<file path="config.mk">
export PLATFORM = sky130hd
export DESIGN_NAME = bpu_tagged_dual
export DESIGN_NICKNAME = d
export VERILOG_FILES = /design/src/rtl/bpu_tagged_dual.sv
export SDC_FILE = /design/constraint.sdc
export NUM_CORES = 2
export LEC_CHECK = 0
export ABC_CLOCK_PERIOD_IN_PS = 6880
export BUFFER_PORTS_ARGS = -buffer_cell sky130_fd_sc_hd__buf_4
export CAP_MARGIN = 40
export CELL_PAD_IN_SITES_DETAIL_PLACEMENT = 1
export CELL_PAD_IN_SITES_GLOBAL_PLACEMENT = 2
export CORE_UTILIZATION = 43
export CTS_CLUSTER_SIZE = 20
export DETAILED_ROUTE_END_ITERATION = 6
export GPL_TIMING_DRIVEN = 0
export HOLD_SLACK_MARGIN = 0.12
export PLACE_DENSITY = 0.8
export REMOVE_ABC_BUFFERS = 1
export SYNTH_ARGS = -nofsm -noshare
export SYNTH_HDL_FRONTEND = slang
export SYNTH_SLANG_ARGS = --single-unit
</file>
<file path="constraint.sdc">
create_clock -name clk -period 6.88 [get_ports clk]
set_clock_uncertainty 0.2 [all_clocks]
set_input_delay 1.376 -clock clk [delete_from_list [all_inputs] [get_ports clk]]
set_output_delay 1.376 -clock clk [all_outputs]
set_load 0.01 [all_outputs]
</file>
<file path="src/rtl/bpu_tagged_dual.sv">
// Dual-update branch prediction unit: saturating-counter PHT plus tagged BTB, three combinational lookups.
// Optional gshare indexing of the PHT is enabled by defining BPU_GSHARE_EN.
module bpu_tagged_dual #(
  parameter int PC_W   = 11,
  parameter int IDX_W  = 5,
  parameter int TAG_W  = 4,
  parameter int CTR_W  = 2,
  parameter int STAT_W = 16
) (
  input  logic              clk,
  input  logic              reset,
  input  logic [PC_W-1:0]   lk_pc0,
  input  logic [PC_W-1:0]   lk_pc1,
  input  logic [PC_W-1:0]   lk_fpc,
  output logic              lk_taken0,
  output logic              lk_taken1,
  output logic              lk_ftaken,
  output logic [PC_W-1:0]   lk_tgt0,
  output logic [PC_W-1:0]   lk_tgt1,
  output logic [PC_W-1:0]   lk_ftgt,
  input  logic              up_v0,
  input  logic              up_v1,
  input  logic [PC_W-1:0]   up_pc0,
  input  logic [PC_W-1:0]   up_pc1,
  input  logic [PC_W-1:0]   up_tgt0,
  input  logic [PC_W-1:0]   up_tgt1,
  input  logic              up_taken0,
  input  logic              up_taken1,
  input  logic              up_pred0,
  input  logic              up_pred1,
  input  logic              stat_clr,
  output logic [STAT_W-1:0] br_cnt,
  output logic [STAT_W-1:0] mp_cnt
);

  localparam int DEPTH = 1 << IDX_W;
  localparam int SW1   = STAT_W + 1;
  localparam logic [CTR_W-1:0]  CTR_MAX  = {CTR_W{1'b1}};
  localparam logic [CTR_W-1:0]  PHT_INIT = {1'b0, {(CTR_W-1){1'b1}}};
  localparam logic [STAT_W:0]   STAT_MAX = {1'b0, {STAT_W{1'b1}}};

  logic [CTR_W-1:0]  pht_r         [DEPTH];
  logic [CTR_W-1:0]  pht_nxt_s     [DEPTH];
  logic [DEPTH-1:0]  btb_v_r;
  logic [DEPTH-1:0]  btb_v_nxt_s;
  logic [TAG_W-1:0]  btb_tag_r     [DEPTH];
  logic [TAG_W-1:0]  btb_tag_nxt_s [DEPTH];
  logic [PC_W-1:0]   btb_tgt_r     [DEPTH];
  logic [PC_W-1:0]   btb_tgt_nxt_s [DEPTH];
  logic [STAT_W-1:0] br_cnt_r;
  logic [STAT_W-1:0] mp_cnt_r;
  logic [STAT_W:0]   br_sum_s;
  logic [STAT_W:0]   mp_sum_s;
  logic [IDX_W-1:0]  up_pidx0_s;
  logic [IDX_W-1:0]  up_pidx1_s;
  logic [PC_W-1:0]   lk_pc_s       [3];
  logic              lk_taken_s    [3];
  logic [PC_W-1:0]   lk_tgt_s      [3];
  logic              unused_s;

  function automatic logic [CTR_W-1:0] ctr_next(input logic [CTR_W-1:0] c, input logic t);
    if (t) begin
      return (c == CTR_MAX) ? c : c + CTR_W'(1);
    end else begin
      return (c == {CTR_W{1'b0}}) ? c : c - CTR_W'(1);
    end
  endfunction

`ifdef BPU_GSHARE_EN
  logic [IDX_W-1:0] ghr_r;
  logic [IDX_W-1:0] ghr_nxt_s;

  // PHT index folds in global history; BTB index stays the raw PC bits.
  function automatic logic [IDX_W-1:0] pht_idx(input logic [PC_W-1:0] pc);
    return pc[IDX_W-1:0] ^ ghr_r;
  endfunction

  // History shifts once per valid lane, lane 0 being older.
  always_comb begin
    ghr_nxt_s = ghr_r;
    if (up_v0) begin
      ghr_nxt_s = {ghr_nxt_s[IDX_W-2:0], up_taken0};
    end else begin
      ghr_nxt_s = ghr_nxt_s;
    end
    if (up_v1) begin
      ghr_nxt_s = {ghr_nxt_s[IDX_W-2:0], up_taken1};
    end else begin
      ghr_nxt_s = ghr_nxt_s;
    end
  end

  // Global history register.
  always_ff @(posedge clk or negedge reset) begin
    if (!reset) begin
      ghr_r <= {IDX_W{1'b0}};
    end else begin
      ghr_r <= ghr_nxt_s;
    end
  end
`else
  function automatic logic [IDX_W-1:0] pht_idx(input logic [PC_W-1:0] pc);
    return pc[IDX_W-1:0];
  endfunction
`endif

  assign up_pidx0_s = pht_idx(up_pc0);
  assign up_pidx1_s = pht_idx(up_pc1);
  assign unused_s   = ^{up_pc0, up_pc1};

  assign lk_pc_s[0] = lk_pc0;
  assign lk_pc_s[1] = lk_pc1;
  assign lk_pc_s[2] = lk_fpc;

  // Three independent lookups against the current table state.
  always_comb begin
    logic [IDX_W-1:0] bidx;
    logic             hit;
    bidx = {IDX_W{1'b0}};
    hit  = 1'b0;
    for (int k = 0; k < 3; k++) begin
      bidx          = lk_pc_s[k][IDX_W-1:0];
      hit           = btb_v_r[bidx] && (btb_tag_r[bidx] == lk_pc_s[k][IDX_W +: TAG_W]);
      lk_taken_s[k] = hit & pht_r[pht_idx(lk_pc_s[k])][CTR_W-1];
      lk_tgt_s[k]   = hit ? btb_tgt_r[bidx] : lk_pc_s[k] + PC_W'(1);
    end
  end

  assign lk_taken0 = lk_taken_s[0];
  assign lk_taken1 = lk_taken_s[1];
  assign lk_ftaken = lk_taken_s[2];
  assign lk_tgt0   = lk_tgt_s[0];
  assign lk_tgt1   = lk_tgt_s[1];
  assign lk_ftgt   = lk_tgt_s[2];

  // Lane 0 applied first, then lane 1 on top, so same-index updates compose and lane 1 wins the BTB.
  always_comb begin
    pht_nxt_s     = pht_r;
    btb_v_nxt_s   = btb_v_r;
    btb_tag_nxt_s = btb_tag_r;
    btb_tgt_nxt_s = btb_tgt_r;
    if (up_v0) begin
      pht_nxt_s[up_pidx0_s] = ctr_next(pht_nxt_s[up_pidx0_s], up_taken0);
      if (up_taken0) begin
        btb_v_nxt_s[up_pc0[IDX_W-1:0]]   = 1'b1;
        btb_tag_nxt_s[up_pc0[IDX_W-1:0]] = up_pc0[IDX_W +: TAG_W];
        btb_tgt_nxt_s[up_pc0[IDX_W-1:0]] = up_tgt0;
      end else begin
        btb_v_nxt_s = btb_v_nxt_s;
      end
    end else begin
      btb_v_nxt_s = btb_v_nxt_s;
    end
    if (up_v1) begin
      pht_nxt_s[up_pidx1_s] = ctr_next(pht_nxt_s[up_pidx1_s], up_taken1);
      if (up_taken1) begin
        btb_v_nxt_s[up_pc1[IDX_W-1:0]]   = 1'b1;
        btb_tag_nxt_s[up_pc1[IDX_W-1:0]] = up_pc1[IDX_W +: TAG_W];
        btb_tgt_nxt_s[up_pc1[IDX_W-1:0]] = up_tgt1;
      end else begin
        btb_v_nxt_s = btb_v_nxt_s;
      end
    end else begin
      btb_v_nxt_s = btb_v_nxt_s;
    end
  end

  // Table state registers.
  always_ff @(posedge clk or negedge reset) begin
    if (!reset) begin
      btb_v_r <= {DEPTH{1'b0}};
      for (int i = 0; i < DEPTH; i++) begin
        pht_r[i]     <= PHT_INIT;
        btb_tag_r[i] <= {TAG_W{1'b0}};
        btb_tgt_r[i] <= {PC_W{1'b0}};
      end
    end else begin
      btb_v_r   <= btb_v_nxt_s;
      pht_r     <= pht_nxt_s;
      btb_tag_r <= btb_tag_nxt_s;
      btb_tgt_r <= btb_tgt_nxt_s;
    end
  end

  assign br_sum_s = {1'b0, br_cnt_r} + SW1'(up_v0) + SW1'(up_v1);
  assign mp_sum_s = {1'b0, mp_cnt_r} + SW1'(up_v0 & (up_pred0 != up_taken0))
                                     + SW1'(up_v1 & (up_pred1 != up_taken1));

  // Saturating statistics; clear wins over same-cycle increments.
  always_ff @(posedge clk or negedge reset) begin
    if (!reset) begin
      br_cnt_r <= {STAT_W{1'b0}};
      mp_cnt_r <= {STAT_W{1'b0}};
    end else if (stat_clr) begin
      br_cnt_r <= {STAT_W{1'b0}};
      mp_cnt_r <= {STAT_W{1'b0}};
    end else begin
      br_cnt_r <= (br_sum_s > STAT_MAX) ? STAT_MAX[STAT_W-1:0] : br_sum_s[STAT_W-1:0];
      mp_cnt_r <= (mp_sum_s > STAT_MAX) ? STAT_MAX[STAT_W-1:0] : mp_sum_s[STAT_W-1:0];
    end
  end

  assign br_cnt = br_cnt_r;
  assign mp_cnt = mp_cnt_r;

endmodule
</file>
# ---- Word level (Yosys, flattened, before mapping)
# Index checks and enable logic that the tools add are counted.
dict set report word_totals {
  wordCells 244
  latch_bits 0
  input_bits 86
  register_bits 608
  n_memories 0
  out_inout_bits 68
  ram_bits 0
  romBits 0
}
dict set report classes {
  shifts 0
  div 0
  reduce_logical 9
  magnitude_cmp 16
  n_eq_ne 7
  n_mux 90
  n_addsub 11
  mul 0
  bitwise_logic 12
}
# cell n
set ops {}
lappend ops {{two-way mux 352 bit} 4}
lappend ops {{bitwise mux 352 bit} 2}
lappend ops {{two-way mux 128 bit} 4}
lappend ops {{bitwise mux 128 bit} 2}
lappend ops {{binary-select mux 11 bit (select 5 bit)} 3}
lappend ops {{bitwise mux 64 bit} 2}
lappend ops {{two-way mux 32 bit} 4}
lappend ops {{two-way mux 64 bit} 2}
lappend ops {{two-way mux 11 bit} 11}
lappend ops {{demux 11 bit (select 5 bit)} 2}
lappend ops {{two-way mux 16 bit} 4}
lappend ops {{OR 32 bit} 2}
lappend ops {{binary-select mux 4 bit (select 5 bit)} 3}
lappend ops {{binary-select mux 2 bit (select 5 bit)} 5}
lappend ops {{demux 4 bit (select 5 bit)} 2}
lappend ops {{two-way mux 2 bit} 20}
lappend ops {{adder 16 x 1 -> 17 bit} 2}
lappend ops {{adder 17 x 1 -> 17 bit} 2}
lappend ops {{greater-than comparator 17 x 16 -> 1 bit (second input constant)} 2}
lappend ops {{adder 11 x 1 -> 11 bit (second input constant)} 3}
lappend ops {{two-way mux 4 bit} 8}
lappend ops {{>= comparator 6 bit (second input constant)} 5}
lappend ops {{less-than comparator 5 x 6 -> 1 bit (second input constant)} 5}
lappend ops {{inverter 5 -> 6 bit} 5}
lappend ops {{14 further kinds} 41}

# ---- Logic depth before layout (Yosys ltp)
dict set report depth {
  ltp_word 19
  depth_mapped 16
}

# ---- Least setup slack after synthesis
# Ideal clock, no wire load.
dict set report synth_path {
  kind {in2out}
  from {in lk_fpc[0]}
  to {out lk_ftgt[4]}
  path_stages 12
  arrival_time_ps 4589
  required_ps 5304
  path_slack_ps 715
  path_cell_list {clkbuf_1 -> buf_2 -> buf_2 -> mux4_2 -> mux4_2 -> nand3b_1 -> a21oi_1 -> a21oi_1 -> nor4_4 -> buf_2 -> a211oi_1 -> a21oi_1}
}
dict set report synth_via {
  elab_chain_cells 7
  elab_cells_between_ends 13
  classes_between {add/sub: 1; eq/ne: 1; mux: 9; bitwise: 1; reduce/logical: 1}
}
# element line_no
set synth_rtl {}
lappend synth_rtl {{from (decl)} 14} ;# input logic [PC_W-1:0] lk_fpc,
lappend synth_rtl {{inverter 5 -> 6 bit (implied by the code)} {123, 125}}
lappend synth_rtl {{binary-select mux 4 bit (select 5 bit)} 123} ;# hit = btb_v_r[bidx] && (btb_tag_r[bidx] == lk_pc_s[k][IDX_W +: TAG_W]);
lappend synth_rtl {{two-way mux 4 bit (implied by the code) (2 in series)} 123}
lappend synth_rtl {{equality test 4 bit} 123}
lappend synth_rtl {{logical AND 1 bit} 123}
lappend synth_rtl {{two-way mux 11 bit (*)} 125} ;# lk_tgt_s[k] = hit ? btb_tgt_r[bidx] : lk_pc_s[k] + PC_W'(1);
lappend synth_rtl {{to (decl)} 20} ;# output logic [PC_W-1:0] lk_ftgt,
# Every way passes the cells marked *; elsewhere a longest branch is shown, timed or not. The select of a mux whose other input is x is not followed.

# ---- Worst setup path after layout
dict set report layout_path {
  from {in lk_pc0[1]}
  to {out lk_tgt0[4]}
}
dict set report layout_via {
  elab_chain_cells 7
  elab_cells_between_ends 13
  classes_between {add/sub: 1; eq/ne: 1; mux: 9; bitwise: 1; reduce/logical: 1}
}
# element line_no
set layout_rtl {}
lappend layout_rtl {{from (decl)} 12} ;# input logic [PC_W-1:0] lk_pc0,
lappend layout_rtl {{inverter 5 -> 6 bit (implied by the code)} {123, 125}}
lappend layout_rtl {{binary-select mux 4 bit (select 5 bit)} 123}
lappend layout_rtl {{two-way mux 4 bit (implied by the code) (2 in series)} 123}
lappend layout_rtl {{equality test 4 bit} 123}
lappend layout_rtl {{logical AND 1 bit} 123}
lappend layout_rtl {{two-way mux 11 bit (*)} 125}
lappend layout_rtl {{to (decl)} 18} ;# output logic [PC_W-1:0] lk_tgt0,
# Marked as above.

==> results.cfg <==
[run_status]
status = finished clean

[global_route]
grt_pass1_wl_um = 275000
first_global_vias = 37759
grt.overflow.total = 0
grt_max_degree = 108
antenna_found_initial = 5
grt_use_total_pct = 37.3

[sta]
worst_pin_slew_ns = 0.974
fin_crit_sh_pct = 99.1
setup_tns_ns = 0
maxSlewHeadroom_pct = 34.6
rsz0062_at_grt = no
setup_viol = 0
hold_viol = 0
fmax_ghz = 0.147
min_period_ns = 6.82
slew_violations = 0

[clock_tree]
numClockSinks = 608
clock_latency_ns = 0.65
cts_made_buffers = 76
postCtsHoldBufs = 0
path_clk_slew_ns = 0.06
cts_tree = built
h-tree-depth = 3
cts.path.max_buffers = 3
root_buffer = clkbuf_16

[floorplan]
fp.dieW_um = 320
pin_count = 154
die_y_um = 320
core_um2 = 100000
initial_core_util_pct = 43.4
die_area_um2 = 102000
row_count = 116

[drt]
drtIter0Drc = 4225
via_per_inst = 6.98
post-route-drc-count = 0
ant_nets = 0
vias = 36897
wl_um = 190000
drt-pass1-iter-count = 5
wl_per_cell_um = 35.9

[power]
irDropWorstVdd_uv = 170
p_leak_nw = 22.8
power_density_nw_per_um2 = 279

[synthesis]
synthTopCellsByArea = dfrtp_1, mux4_2, mux2i_1
yosys_warnings = 0
ys.flop_type = dfrtp_1
yosys.area.top_type_share_pct = 33.2
ys_seq_area_share_pct = 35.1
syn_area_per_cell_um2 = 10.9
yosysTopAreaCell = dfrtp_1
async_reset_ff_share_pct = 100
synth_cell_types = 70
synth_edf_count = 0
syn_area_um2 = 43500
synth_cells = 3995
ys_ff_latch = 608

[final_layout]
num-fill-cells = 10408
multi_input_area_um2 = 26700
post_layout_nonfiller_instances = 5284
final_core_util_pct = 49.9
area_growth_pct = 15.1
nets = 4018
register_area_um2 = 15300
drive_gt1_share_pct = 25.7

[worst_setup_path]
cp.required_ns = 5.30
crit_arrival_ns = 5.24
slowest_stage = mux4_2
start_kind = primary input
cp_top_family = buffers and inverters
worst_path_largest_cell_delay_ns = 0.53
path_cells = buf_8, buf_16, mux4_2, mux4_2, or3b_1, a21oi_1, a21oi_1, nor4_4, buf_6, mux2_2, nor2_1, a31oi_1, buf_4
cp-startpoint = lk_pc0[1]
crit_fanout = 54
critPathBufInv = 4
worst_setup_path_end_kind = output port
reg2reg_from = pht_r[16]$_DFF_PN1_
worstSetupPathType = primary input to output port

[worst_hold_path]
hp-start = btb_v_r[9]$_DFF_PN0_
hold_class = flop to flop

[placement]
dp_cells = 5136
portBuffers = 149
gp_congestion = 0.883
dp_hpwl_um = 123000

[flow_run]
maxCapViolations = 0
## flip-flops by register name, indices dropped and copies added, names as in the netlist
name       flops
mp_cnt        16
br_cnt        16
pht_r         64
btb_tag_r    128
btb_tgt_r    352
btb_v_r       32
## stage by stage
stage | instance area [um2] | setup slack [ns] | total power [mW] | hold WS [ns]
after detailed placement | 47100 | -0.344 | 9.55 | 0.300
final | 50000 | 0.0603 | 14.0 | 0.321
after floorplan | 41800 | 0.709 | 7.87 | 0.267
after global placement | 44500 | -4.36 | 9.24 | 0.283
after CTS | 50000 | 0.00567 | 13.9 | 0.317
after global routing | 50000 | 0.00641 | 14.5 | 0.343
## repair_timing
item                                    in CTS  in global routing
resized for setup                            3                  1
endpoints found under the setup margin      21                  9
buffers inserted                             1                  2
pin swaps                                    1                  1
gates cloned                                 5                  1
## cells by family after synthesis
| family | Yosys count | share of synthesized area, % |
|---|---|---|
| DFF | 608 | 35.1 |
| muxes | 1083 | 39.6 |
| and+or+nand+nor | 1028 | 10.2 |
| xor gates and xnor gates | 56 | 1.13 |
| adders and majority gates | 11 | 0.340 |
| buffers and inverters | 431 | 3.99 |
| AOI/OAI and AO/OA | 778 | 9.63 |
## layer usage
metal  wire [um]  global-route usage, %
met5          25                      0
met3       20600                   10.3
met2       83700                   55.2
met4       12600                   21.9
met1       73000                   49.1
## worst reg2reg max path: stages (launching register included)
cell	delay, ns
dfstp_2	0.36
mux2i_1	0.48
o221ai_1	0.20
a22oi_1	0.34
and3_1	0.23
maj3_2	0.66
buf_16	0.25
a211oi_1	0.15
nor4_1	0.49
o32ai_1	0.18
a311oi_1	0.42
maj3_2	0.97
o21ai_0	0.25
## path summary, 6_finish.rpt
kind | cells past startpoint | end | slack [ns]
max reg2reg | 12 | pht_r[0]$_DFF_PN1_ | 1.57
min | 1 | btb_v_r[9]$_DFF_PN0_ | 0.32
max | 13 | lk_tgt0[4] | 0.06
min reg2reg | 1 | btb_v_r[9]$_DFF_PN0_ | 0.32
min in group asynchronous | 1 | btb_tgt_r[311]$_DFF_PN0_ | 0.41
max in group asynchronous | 4 | btb_tgt_r[116]$_DFF_PN0_ | 4.25
## layout by cell type, fill, tap and decap left out, types with 13 or more instances in the layout
master     count
dfrtp_1      576
buf_6         13
dfstp_2       32
clkbuf_8      20
clkinv_2      15
a211oi_1      23
o21ai_0      222
o21ai_1       22
nand2_2       38
buf_4        151
xor2_1        23
inv_1         16
nor2_1       486
buf_12        39
xnor2_1       33
nand2_1      292
nand3b_1      29
nand3_1       50
buf_16        46
o211ai_1      13
a21oi_1      432
mux2i_1      569
nand4_1       16
and3_1        14
mux4_2       510
clkbuf_16     79
## synthesized netlist by cell type, drive strengths merged, types with 5 or more instances
master	number
nor4	9
and3	14
o221ai	12
nand2	330
clkbuf	319
o22ai	5
ha	5
xnor2	33
nor3	15
nand4	16
buf	95
a21oi	434
nor2	495
inv	16
o21ai	244
a211oi	23
mux4	510
dfstp	32
or2	6
or3	8
dfrtp	576
xor2	23
and2	8
nand3b	29
or3b	9
a31oi	6
mux2i	570
nand2b	5
nand3	62
o31ai	5
o211ai	13
nor2b	12
## layout make-up
cell class                      instances  area share, %
Sequential cell                       608           30.5
Clock inverter                         28          0.768
Clock buffer                          108           4.53
Tap cell                             1298           3.25
Antenna cell                            3         0.0150
Inverter                               17          0.128
Multi-Input combinational cell       2956           53.4
Timing Repair Buffer                  266           7.36
## report_power, final
group	switching (mW)	internal, mW	leakage (nW)
clock network	1.73	2.62	1.31
registers	0.922	4.50	7.53
logic	1.94	2.26	13.9
(Power assumes the default switching activity.)
